--- config.mk ---
export PLATFORM = sky130hd
export DESIGN_NAME = mem_arb_ctrl
export DESIGN_NICKNAME = d
export VERILOG_FILES = /design/src/rtl/mem_arb_ctrl.sv
export SDC_FILE = /design/constraint.sdc
export NUM_CORES = 1
export LEC_CHECK = 0
export CORE_MARGIN = 1.5
export CORE_UTILIZATION = 36
export DETAILED_ROUTE_END_ITERATION = 10
export GPL_TIMING_DRIVEN = 0
export HOLD_SLACK_MARGIN = 0.03
export PLACE_DENSITY_LB_ADDON = 0.2
export SETUP_SLACK_MARGIN = 0.4
export SYNTH_ARGS = -nofsm -noshare
export SYNTH_HDL_FRONTEND = slang
export SYNTH_SLANG_ARGS = --single-unit
export TNS_END_PERCENT = 20
--- constraint.sdc ---
create_clock -name clk -period 1.7 [get_ports clk]
set_input_delay 0.255 -clock clk [delete_from_list [all_inputs] [get_ports clk]]
set_output_delay 0.255 -clock clk [all_outputs]
set_load 0.02 [all_outputs]
--- src/rtl/mem_arb_ctrl.sv ---
// Round-robin arbiter sharing one memory bus between instruction fetch and load/store.
// Also produces the pipeline stall vector and drops fetches made stale by a taken branch.
module mem_arb_ctrl #(
  parameter int unsigned ADDR_W  = 32,
  parameter int unsigned DATA_W  = 32,
  parameter int unsigned TIMEOUT = 255
) (
  input  logic              clk,
  input  logic              rst,
  input  logic              if_req_i,
  input  logic [ADDR_W-1:0] if_addr_i,
  input  logic              if_flush_i,
  output logic [DATA_W-1:0] if_rdata_o,
  output logic              if_done_o,
  input  logic              mem_req_i,
  input  logic              mem_we_i,
  input  logic [3:0]        mem_sel_i,
  input  logic [ADDR_W-1:0] mem_addr_i,
  input  logic [DATA_W-1:0] mem_wdata_i,
  output logic [DATA_W-1:0] mem_rdata_o,
  output logic              mem_done_o,
  input  logic              id_stall_req_i,
  output logic [5:0]        stall_o,
  output logic              bus_req_o,
  output logic              bus_we_o,
  output logic [3:0]        bus_sel_o,
  output logic [ADDR_W-1:0] bus_addr_o,
  output logic [DATA_W-1:0] bus_wdata_o,
  input  logic [DATA_W-1:0] bus_rdata_i,
  input  logic              bus_ack_i,
  output logic              bus_err_o
);

  typedef enum logic [1:0] {StIdle, StIfBusy, StMemBusy} state_e;

  localparam logic [7:0] TimeoutCnt = 8'(TIMEOUT);

  state_e              state_q, state_d;
  logic                last_mem_q, last_mem_d;
  logic                drop_q, drop_d;
  logic [7:0]          wait_cnt_q, wait_cnt_d;
  logic                bus_req_q, bus_req_d;
  logic                bus_we_q, bus_we_d;
  logic [3:0]          bus_sel_q, bus_sel_d;
  logic [ADDR_W-1:0]   bus_addr_q, bus_addr_d;
  logic [DATA_W-1:0]   bus_wdata_q, bus_wdata_d;
  logic [DATA_W-1:0]   if_rdata_q, if_rdata_d;
  logic [DATA_W-1:0]   mem_rdata_q, mem_rdata_d;
  logic                if_done_q, if_done_d;
  logic                mem_done_q, mem_done_d;
  logic                bus_err_q, bus_err_d;
  logic                if_want, mem_want, grant_if, grant_mem;

  always_ff @(posedge clk) begin
    if (rst) begin
      state_q     <= StIdle;
      last_mem_q  <= 1'b1;
      drop_q      <= 1'b0;
      wait_cnt_q  <= '0;
      bus_req_q   <= 1'b0;
      bus_we_q    <= 1'b0;
      bus_sel_q   <= '0;
      bus_addr_q  <= '0;
      bus_wdata_q <= '0;
      if_rdata_q  <= '0;
      mem_rdata_q <= '0;
      if_done_q   <= 1'b0;
      mem_done_q  <= 1'b0;
      bus_err_q   <= 1'b0;
    end else begin
      state_q     <= state_d;
      last_mem_q  <= last_mem_d;
      drop_q      <= drop_d;
      wait_cnt_q  <= wait_cnt_d;
      bus_req_q   <= bus_req_d;
      bus_we_q    <= bus_we_d;
      bus_sel_q   <= bus_sel_d;
      bus_addr_q  <= bus_addr_d;
      bus_wdata_q <= bus_wdata_d;
      if_rdata_q  <= if_rdata_d;
      mem_rdata_q <= mem_rdata_d;
      if_done_q   <= if_done_d;
      mem_done_q  <= mem_done_d;
      bus_err_q   <= bus_err_d;
    end
  end

  // A request still high in its own done cycle is the one that just completed.
  always_comb begin
    if_want   = if_req_i && !if_flush_i && !if_done_q;
    mem_want  = mem_req_i && !mem_done_q;
    grant_if  = if_want && (!mem_want || last_mem_q);
    grant_mem = mem_want && !grant_if;

    state_d     = state_q;
    last_mem_d  = last_mem_q;
    drop_d      = drop_q;
    wait_cnt_d  = wait_cnt_q;
    bus_req_d   = bus_req_q;
    bus_we_d    = bus_we_q;
    bus_sel_d   = bus_sel_q;
    bus_addr_d  = bus_addr_q;
    bus_wdata_d = bus_wdata_q;
    if_rdata_d  = if_rdata_q;
    mem_rdata_d = mem_rdata_q;
    if_done_d   = 1'b0;
    mem_done_d  = 1'b0;
    bus_err_d   = bus_err_q;

    unique case (state_q)
      StIdle: begin
        if (grant_if) begin
          state_d     = StIfBusy;
          last_mem_d  = 1'b0;
          drop_d      = 1'b0;
          wait_cnt_d  = '0;
          bus_req_d   = 1'b1;
          bus_we_d    = 1'b0;
          bus_sel_d   = 4'hF;
          bus_addr_d  = if_addr_i;
          bus_wdata_d = '0;
        end else if (grant_mem) begin
          state_d     = StMemBusy;
          last_mem_d  = 1'b1;
          wait_cnt_d  = '0;
          bus_req_d   = 1'b1;
          bus_we_d    = mem_we_i;
          bus_sel_d   = mem_sel_i;
          bus_addr_d  = mem_addr_i;
          bus_wdata_d = mem_wdata_i;
        end
      end
      StIfBusy: begin
        if (bus_ack_i) begin
          state_d   = StIdle;
          bus_req_d = 1'b0;
          drop_d    = 1'b0;
          if (!(drop_q || if_flush_i)) begin
            if_done_d  = 1'b1;
            if_rdata_d = bus_rdata_i;
          end
        end else begin
          drop_d = drop_q || if_flush_i;
        end
      end
      StMemBusy: begin
        if (bus_ack_i) begin
          state_d     = StIdle;
          bus_req_d   = 1'b0;
          mem_done_d  = 1'b1;
          mem_rdata_d = bus_rdata_i;
        end
      end
      default: state_d = StIdle;
    endcase

    if (state_q != StIdle && !bus_ack_i) begin
      if (wait_cnt_q != 8'hFF) begin
        wait_cnt_d = wait_cnt_q + 8'd1;
      end
      if (wait_cnt_d == TimeoutCnt) begin
        bus_err_d = 1'b1;
      end
    end
  end

  always_comb begin
    if (mem_req_i && !mem_done_q) begin
      stall_o = 6'b011111;
    end else if (id_stall_req_i) begin
      stall_o = 6'b000111;
    end else if (if_req_i && !if_done_q && !if_flush_i) begin
      stall_o = 6'b000011;
    end else begin
      stall_o = 6'b000000;
    end
    if_rdata_o  = if_rdata_q;
    if_done_o   = if_done_q;
    mem_rdata_o = mem_rdata_q;
    mem_done_o  = mem_done_q;
    bus_req_o   = bus_req_q;
    bus_we_o    = bus_we_q;
    bus_sel_o   = bus_sel_q;
    bus_addr_o  = bus_addr_q;
    bus_wdata_o = bus_wdata_q;
    bus_err_o   = bus_err_q;
  end

endmodule

; ---- Yosys cells after proc, flatten, opt, wreduce, memory -nomap -nowiden
; Index checks and enable logic that the tools add are counted.
[totals]
ff_bits = 149
word_cells = 88
out_inout_bits = 143
input_bits = 140
[op_classes]
muxes = 31
add_sub_neg = 1
bitwise_logic = 4
n_eq_ne = 7
n_reduce_logical = 31
[op_table]
columns = cell, n
row1 = 32-bit two-way mux, 4
row2 = 8-bit two-way mux, 6
row3 = 1-bit two-way mux, 10
row4 = 2-bit AND reduction, 5
row5 = 8-bit by 1-bit adder with 8-bit output (second input constant), 1
row6 = 8-bit == test (second input constant), 1
row7 = 1-bit logical AND, 8
row8 = 2-bit two-way mux, 4
row9 = 4-bit two-way mux, 2
row10 = 8-bit != test (second input constant), 1
row11 = 2-bit nonzero test, 4
row12 = 1-bit logical NOT, 6
row13 = 3-bit AND reduction, 2
row14 = 5-bit two-way mux, 1
row15 = 1-bit inverter, 4
row16 = 1-bit one-hot mux with 2 select lines, 2
row17 = 2-bit one-hot mux with 2 select lines, 1
row18 = 2-bit OR reduction, 2
row19 = 3-bit two-way mux, 1
row20 = 3-bit != test (second input constant), 1
row21 = 3-bit OR reduction, 1
row22 = 2-bit by 1-bit == test with 1-bit output (second input constant), 1
row23 = 2-bit == test (second input constant), 1
row24 = 2-bit logical NOT, 1
row25 = 3 further kinds, 4

; ---- Depth between registers and ports, before layout
; Gate-level depths: netlist of run 1.
[logic_depth]
depth_word = 14
ltp_mapped = 8
mapped_depth_nobuf = 6

; ---- Worst setup path before layout of run 1
; No wires, ideal clock.
[synth_path]
path_kind = flip-flop to flip-flop
from = register wait_cnt_q[0]
to = register wait_cnt_q[5]
t_arrival_ps = 1583
setup_ps = 91
n_path_buf = 1
t_required_ps = 1609
path_stages_with_launch = 7
synth_period_minus_slack_ps = 1674
slack_ps = 26
path_cell_list = dfxtp_1 ha_1 clkbuf_1 nand4_1 o21ai_1 nand2_1 a311oi_1
[synth_between]
elab_chain_cells = 4
word_cells_on_any_way = 5
classes_between = add/sub: 1 / eq/ne: 1 / mux: 3
[synth_lines]
columns = element, line_no
row1 = from (decl), 41  ; logic [7:0] wait_cnt_q, wait_cnt_d;
row2 = from (signal assigned), 74  ; wait_cnt_q <= wait_cnt_d;
row3 = 8-bit by 1-bit adder with 8-bit output / 8-bit != test (equally long branches), "159, 158"
row4 = 8-bit two-way mux (*), 158  ; if (wait_cnt_q != 8'hFF) begin
row5 = 8-bit two-way mux (*) (2 in a row), 157  ; if (state_q != StIdle && !bus_ack_i) begin
; Every way passes the cells marked *; elsewhere a longest branch is shown, timed or not. The select of a mux whose other input is x is not followed.
; A chain may end at the register's enable or synchronous reset.

; ---- Final worst setup path of run 1
[layout_path]
from = input port mem_req_i
to = output port stall_o[2]
[layout_between]
elab_chain_cells = 2
[layout_lines]
columns = element, line_no
row1 = from (decl), 15  ; input logic mem_req_i,
row2 = 1-bit logical AND, -
row3 = net mem_want, 52  ; logic if_want, mem_want, grant_if, grant_mem;
row4 = 5-bit two-way mux, 168  ; if (mem_req_i && !mem_done_q) begin
row5 = to (decl), 23  ; output logic [5:0] stall_o,
; The timed path passes the listed nets, and every way through them passes these cells.

==> run summary, run 1 <==
The flow ran to the end, but the final reports show violations. The checks that failed: setup timing. In this run the tightest slew margin relative to its limit is between 50% and 60%.

The core area came out at between 0.015 and 0.02 mm^2. After technology mapping, the gate count stands at 642. The library cell occupying the most area in the post-synthesis netlist is sky130_fd_sc_hd__dfxtp_1. The final estimated routing congestion in global placement came out at a little over 0.8. Summed over all layers, the routed wires come to 19,800 um.

The commonest cells after synthesis are sky130_fd_sc_hd__dfxtp_1, sky130_fd_sc_hd__nand2_1, sky130_fd_sc_hd__a21oi_1. The number of top-level pins is 283. In this run the register-to-register setup slack is 0 ns. In this run the worst hold path is classified as in -> reg. The die covers between 0.015 and 0.02 mm^2. The clock buffer count from CTS is 17.

The die boundary width is roughly 130 um. After legalization and detailed placement, the total HPWL measured roughly 13,000 um. The number of failing setup endpoints in the final timing report is 2. The total number of placement rows is 45. The residual DRC count came out at 0. The maximum clock path buffer count came out at 2. The number of different library cells used by synthesis comes to between 40 and 50.

The tightest hold path in the finished design has a slack of 0.425 ns. By instance count, the leading cell after synthesis is sky130_fd_sc_hd__dfxtp_1. The fraction of registers with async set/reset came out at 0%. The ratio of final minimum period to clock period is 101%. The proportion of power drawn by combinational gates came out at roughly 22%. The placed cell area came out at about 0.0089 mm^2.

The number of buffers added on ports is around 280. The wire length of the first global-routing pass came out at 28,900 um. The H-tree was split into 4 levels. The area added between synthesis and finish came out at 85.3%. The number of antenna violations at the first check in global routing is 0.

The worst endpoint required time came out at 1.44 ns. After synthesis, the mean cell area works out to around 8.9 um^2. After detailed routing, the average wire length per cell comes to around 17 um. The root buffer cell chosen for the clock tree is sky130_fd_sc_hd__clkbuf_16. STA classifies the critical path startpoint as a primary input. The final setup TNS came out at -0.0227 ns.

Across every metal layer, demand over resource in global routing totals 22.2%. The slack of the critical path came out at -0.0150 ns. Prior to clock tree synthesis, the placed netlist has a worst setup slack of -0.798 ns. The via count is between 5,000 and 6,000. For this block, the initial DRC count from the detailed router was around 180.

The final clock skew came out at 0.00757 ns. The tool flagged a number of max-cap violations equal to 0. Summing the sequential cell areas from Yosys gives between 50% and 60% of the chip area. The peak supply drop came out at slightly below 0.0007 V.

The number of nets in the finished design came out at 1,118. The number of global-route vias before repair came out at about 5,600. The total count of max-transition violations in the final report came out at 0.

The CTS tree is yes. In this run, synthesis inferred 0 flip-flops with an integrated enable. The number of hold-repair buffers added at the cts stage came out at 0. The static leakage is about 0.0046 uW.

The top-area cell type share of the netlist area is between 50% and 60%. Static timing analysis puts the maximum clock frequency at around 580 MHz. After routing the design area is about 0.011 mm^2. The sequential share of power came out at about two fifths. The net count of the mapped netlist is 786. The initial core utilization came out at approximately 37%.

The power density of the placed cells came out at roughly 950 mW/mm^2. The number of detailed-routing iterations run before antenna repair came out at 4. The maximum number of pins on one net before global-route repair came out at 17.

The final critical-path required period is approximately 1.7 ns. The ratio of routed vias to standard cells is approximately 5.0. At the pin with the least slew margin, the transition time is roughly 0.7 ns. The floorplan step set the die height to 129 um. The number of warnings printed during yosys synthesis came out at 0. Clock tree synthesis found a total of approximately 150 sinks.

The number of register bits inferred by synthesis is about 150. The most instantiated flip-flop cell in the synthesis netlist is sky130_fd_sc_hd__dfxtp_1. The switching power came out at between 2000 and 3000 uW.

Internal power comes to 7240 uW. The largest fanout of any net on the critical path is 4. After clock tree synthesis, the clock-pin slew on the worst setup and hold paths is around 0.06 ns.

The clock network fraction of design power came out at 39.2%. The kind of capture point of the worst setup path is an output pin. Setup repair after global routing could not meet its margin everywhere.

The antenna cell count is 0. The antenna violation net count after detailed routing is 0. The share of layout cells above drive strength 1 came out at between 40 and 50%. By area the synthesized netlist is led by sky130_fd_sc_hd__dfxtp_1, sky130_fd_sc_hd__nand2_1, sky130_fd_sc_hd__a21oi_1.

Net switching is between 20% and 30% of the power. The total overflow reported by the global router came out at 0. The cell area after synthesis is roughly 0.0057 mm^2.

The final count of hold timing violations came out at 0. By startpoint and endpoint, the worst setup path is classified as in -> out. The data arrival time of the critical path is between 1 and 1.5 ns.

Clock latency on the worst-skew pair, taken at its later pin, is ~0.42 ns.
[critical path, stage by stage]
cell and delay, ns:
sky130_fd_sc_hd__clkdlybuf4s50_1 0.42, sky130_fd_sc_hd__nor2b_4 0.15, sky130_fd_sc_hd__buf_4 0.14, sky130_fd_sc_hd__buf_4 0.13, sky130_fd_sc_hd__or2_4 0.22, sky130_fd_sc_hd__buf_6 0.13
[layout make-up]
type	count	area, um^2
clock buffers	19	453
clock inverters	13	171
plain buffers	55	613
flip-flops and latches	149	3000
multi-input cells	432	3340
repair buffers	313	2730
fillers	1223	4770
well taps	211	264
inverters	6	25.0
[kinds of logic after synthesis]
kind of cell / share of synthesized area (%)
mux: 5.97
buf+inv: 4.83
other cells: 0.0656
compound gates: 18.8
flops: 52.1
simple gates: 17.3
fa+ha+maj: 0.875
[power by group through the flow]
stage / Combinational, uW / Sequential, uW / Clock, uW
detailed placement: 1960 / 3940 / 0
global placement: 1950 / 3930 / 0
floorplan: 660 / 4220 / 0
global route: 2400 / 3890 / 4140
finish: 2240 / 3860 / 3930
CTS: 2120 / 3860 / 4020
[cell usage in the layout, fill, tap and decap left out, types with 5 or more instances in the layout]
cell,Yosys,routed
sky130_fd_sc_hd__a211oi_1,32,23
sky130_fd_sc_hd__a211oi_2,0,9
sky130_fd_sc_hd__a21oi_1,73,28
sky130_fd_sc_hd__a21oi_2,0,45
sky130_fd_sc_hd__a22o_1,34,34
sky130_fd_sc_hd__buf_12,0,5
sky130_fd_sc_hd__buf_2,8,107
sky130_fd_sc_hd__buf_4,4,24
sky130_fd_sc_hd__buf_6,3,12
sky130_fd_sc_hd__buf_8,0,10
sky130_fd_sc_hd__clkbuf_1,37,7
sky130_fd_sc_hd__clkbuf_16,0,27
sky130_fd_sc_hd__clkbuf_2,0,9
sky130_fd_sc_hd__clkbuf_4,0,6
sky130_fd_sc_hd__clkbuf_8,0,6
sky130_fd_sc_hd__clkdlybuf4s15_2,0,14
sky130_fd_sc_hd__clkdlybuf4s50_1,0,138
sky130_fd_sc_hd__dfxtp_1,149,143
sky130_fd_sc_hd__dlymetal6s2s_1,0,19
sky130_fd_sc_hd__mux2i_1,33,23
sky130_fd_sc_hd__mux2i_4,0,7
sky130_fd_sc_hd__nand2_1,138,78
sky130_fd_sc_hd__nand2_2,0,19
sky130_fd_sc_hd__nand2_4,0,41
sky130_fd_sc_hd__nand4_1,5,5
sky130_fd_sc_hd__nor2_1,47,44
sky130_fd_sc_hd__nor3_1,11,5
[layer usage]
layer / part of all wire (%) / vias up / routed length [um] / track usage, %
met3: 8.0 / 32 / 1580 / 8.59
met1: 41 / 2840 / 8100 / 25.4
met5: 0 / - / 0 / 0
met2: 49 / 198 / 9630 / 37.5
met4: 2.6 / 0 / 510 / 8.79
li1: - / 2897 / - / -
[registers in the layout, indices dropped and copies added, names as in the netlist]
| signal | flops |
|---|---|
| mem_rdata_o | 32 |
| if_done_o | 1 |
| state_q | 2 |
| bus_addr_o | 32 |
| last_mem_q | 1 |
| bus_we_o | 1 |
| bus_req_o | 1 |
| bus_err_o | 1 |
| bus_sel_o | 4 |
| drop_q | 1 |
| if_rdata_o | 32 |
| mem_done_o | 1 |
| bus_wdata_o | 32 |
| wait_cnt_q | 8 |
[path summary, 6_finish.rpt]
kind                                               from                            to  cells after the start
worst min-delay path                    bus_rdata_i[21]  mem_rdata_o[21]$_SDFFE_PP0P_                      3
worst max-delay path                          mem_req_i                    stall_o[2]                      6
worst max register to register  state_q[1]$_SDFFE_PP0P_   if_rdata_o[13]$_SDFFE_PP0P_                      8
worst min register to register   bus_err_o$_SDFFE_PP0P_        bus_err_o$_SDFFE_PP0P_                      2
[stage by stage]
step	utilization (%)	std cells	power [uW]
after floorplan	-	642	4880
after global placement	57.9	1134	5880
after detailed placement	57.9	1134	5900
after CTS	66.1	1179	10000
after global routing	69.0	1198	10400
final	69.0	1198	10000
[repair_timing]
| action | in CTS | in global routing |
|---|---|---|
| setup endpoints to repair | 291 | 254 |
| pin swaps | 52 | 135 |
| resized for setup | 532 | 290 |
| buffers inserted | 8 | 15 |
| gates cloned | 5 | 4 |
Power figures use the tool's default switching activity.
==> run 2: changes to the inputs <==
--- a/config.mk
+++ b/config.mk
@@ -7,6 +7,7 @@
 export LEC_CHECK = 0
 export CORE_MARGIN = 1.5
 export CORE_UTILIZATION = 36
+export CTS_CLUSTER_DIAMETER = 80
 export DETAILED_ROUTE_END_ITERATION = 10
 export GPL_TIMING_DRIVEN = 0
 export HOLD_SLACK_MARGIN = 0.03
==> results of run 2 <==
Final layout, timing and power as in run 1 (identical DEF).
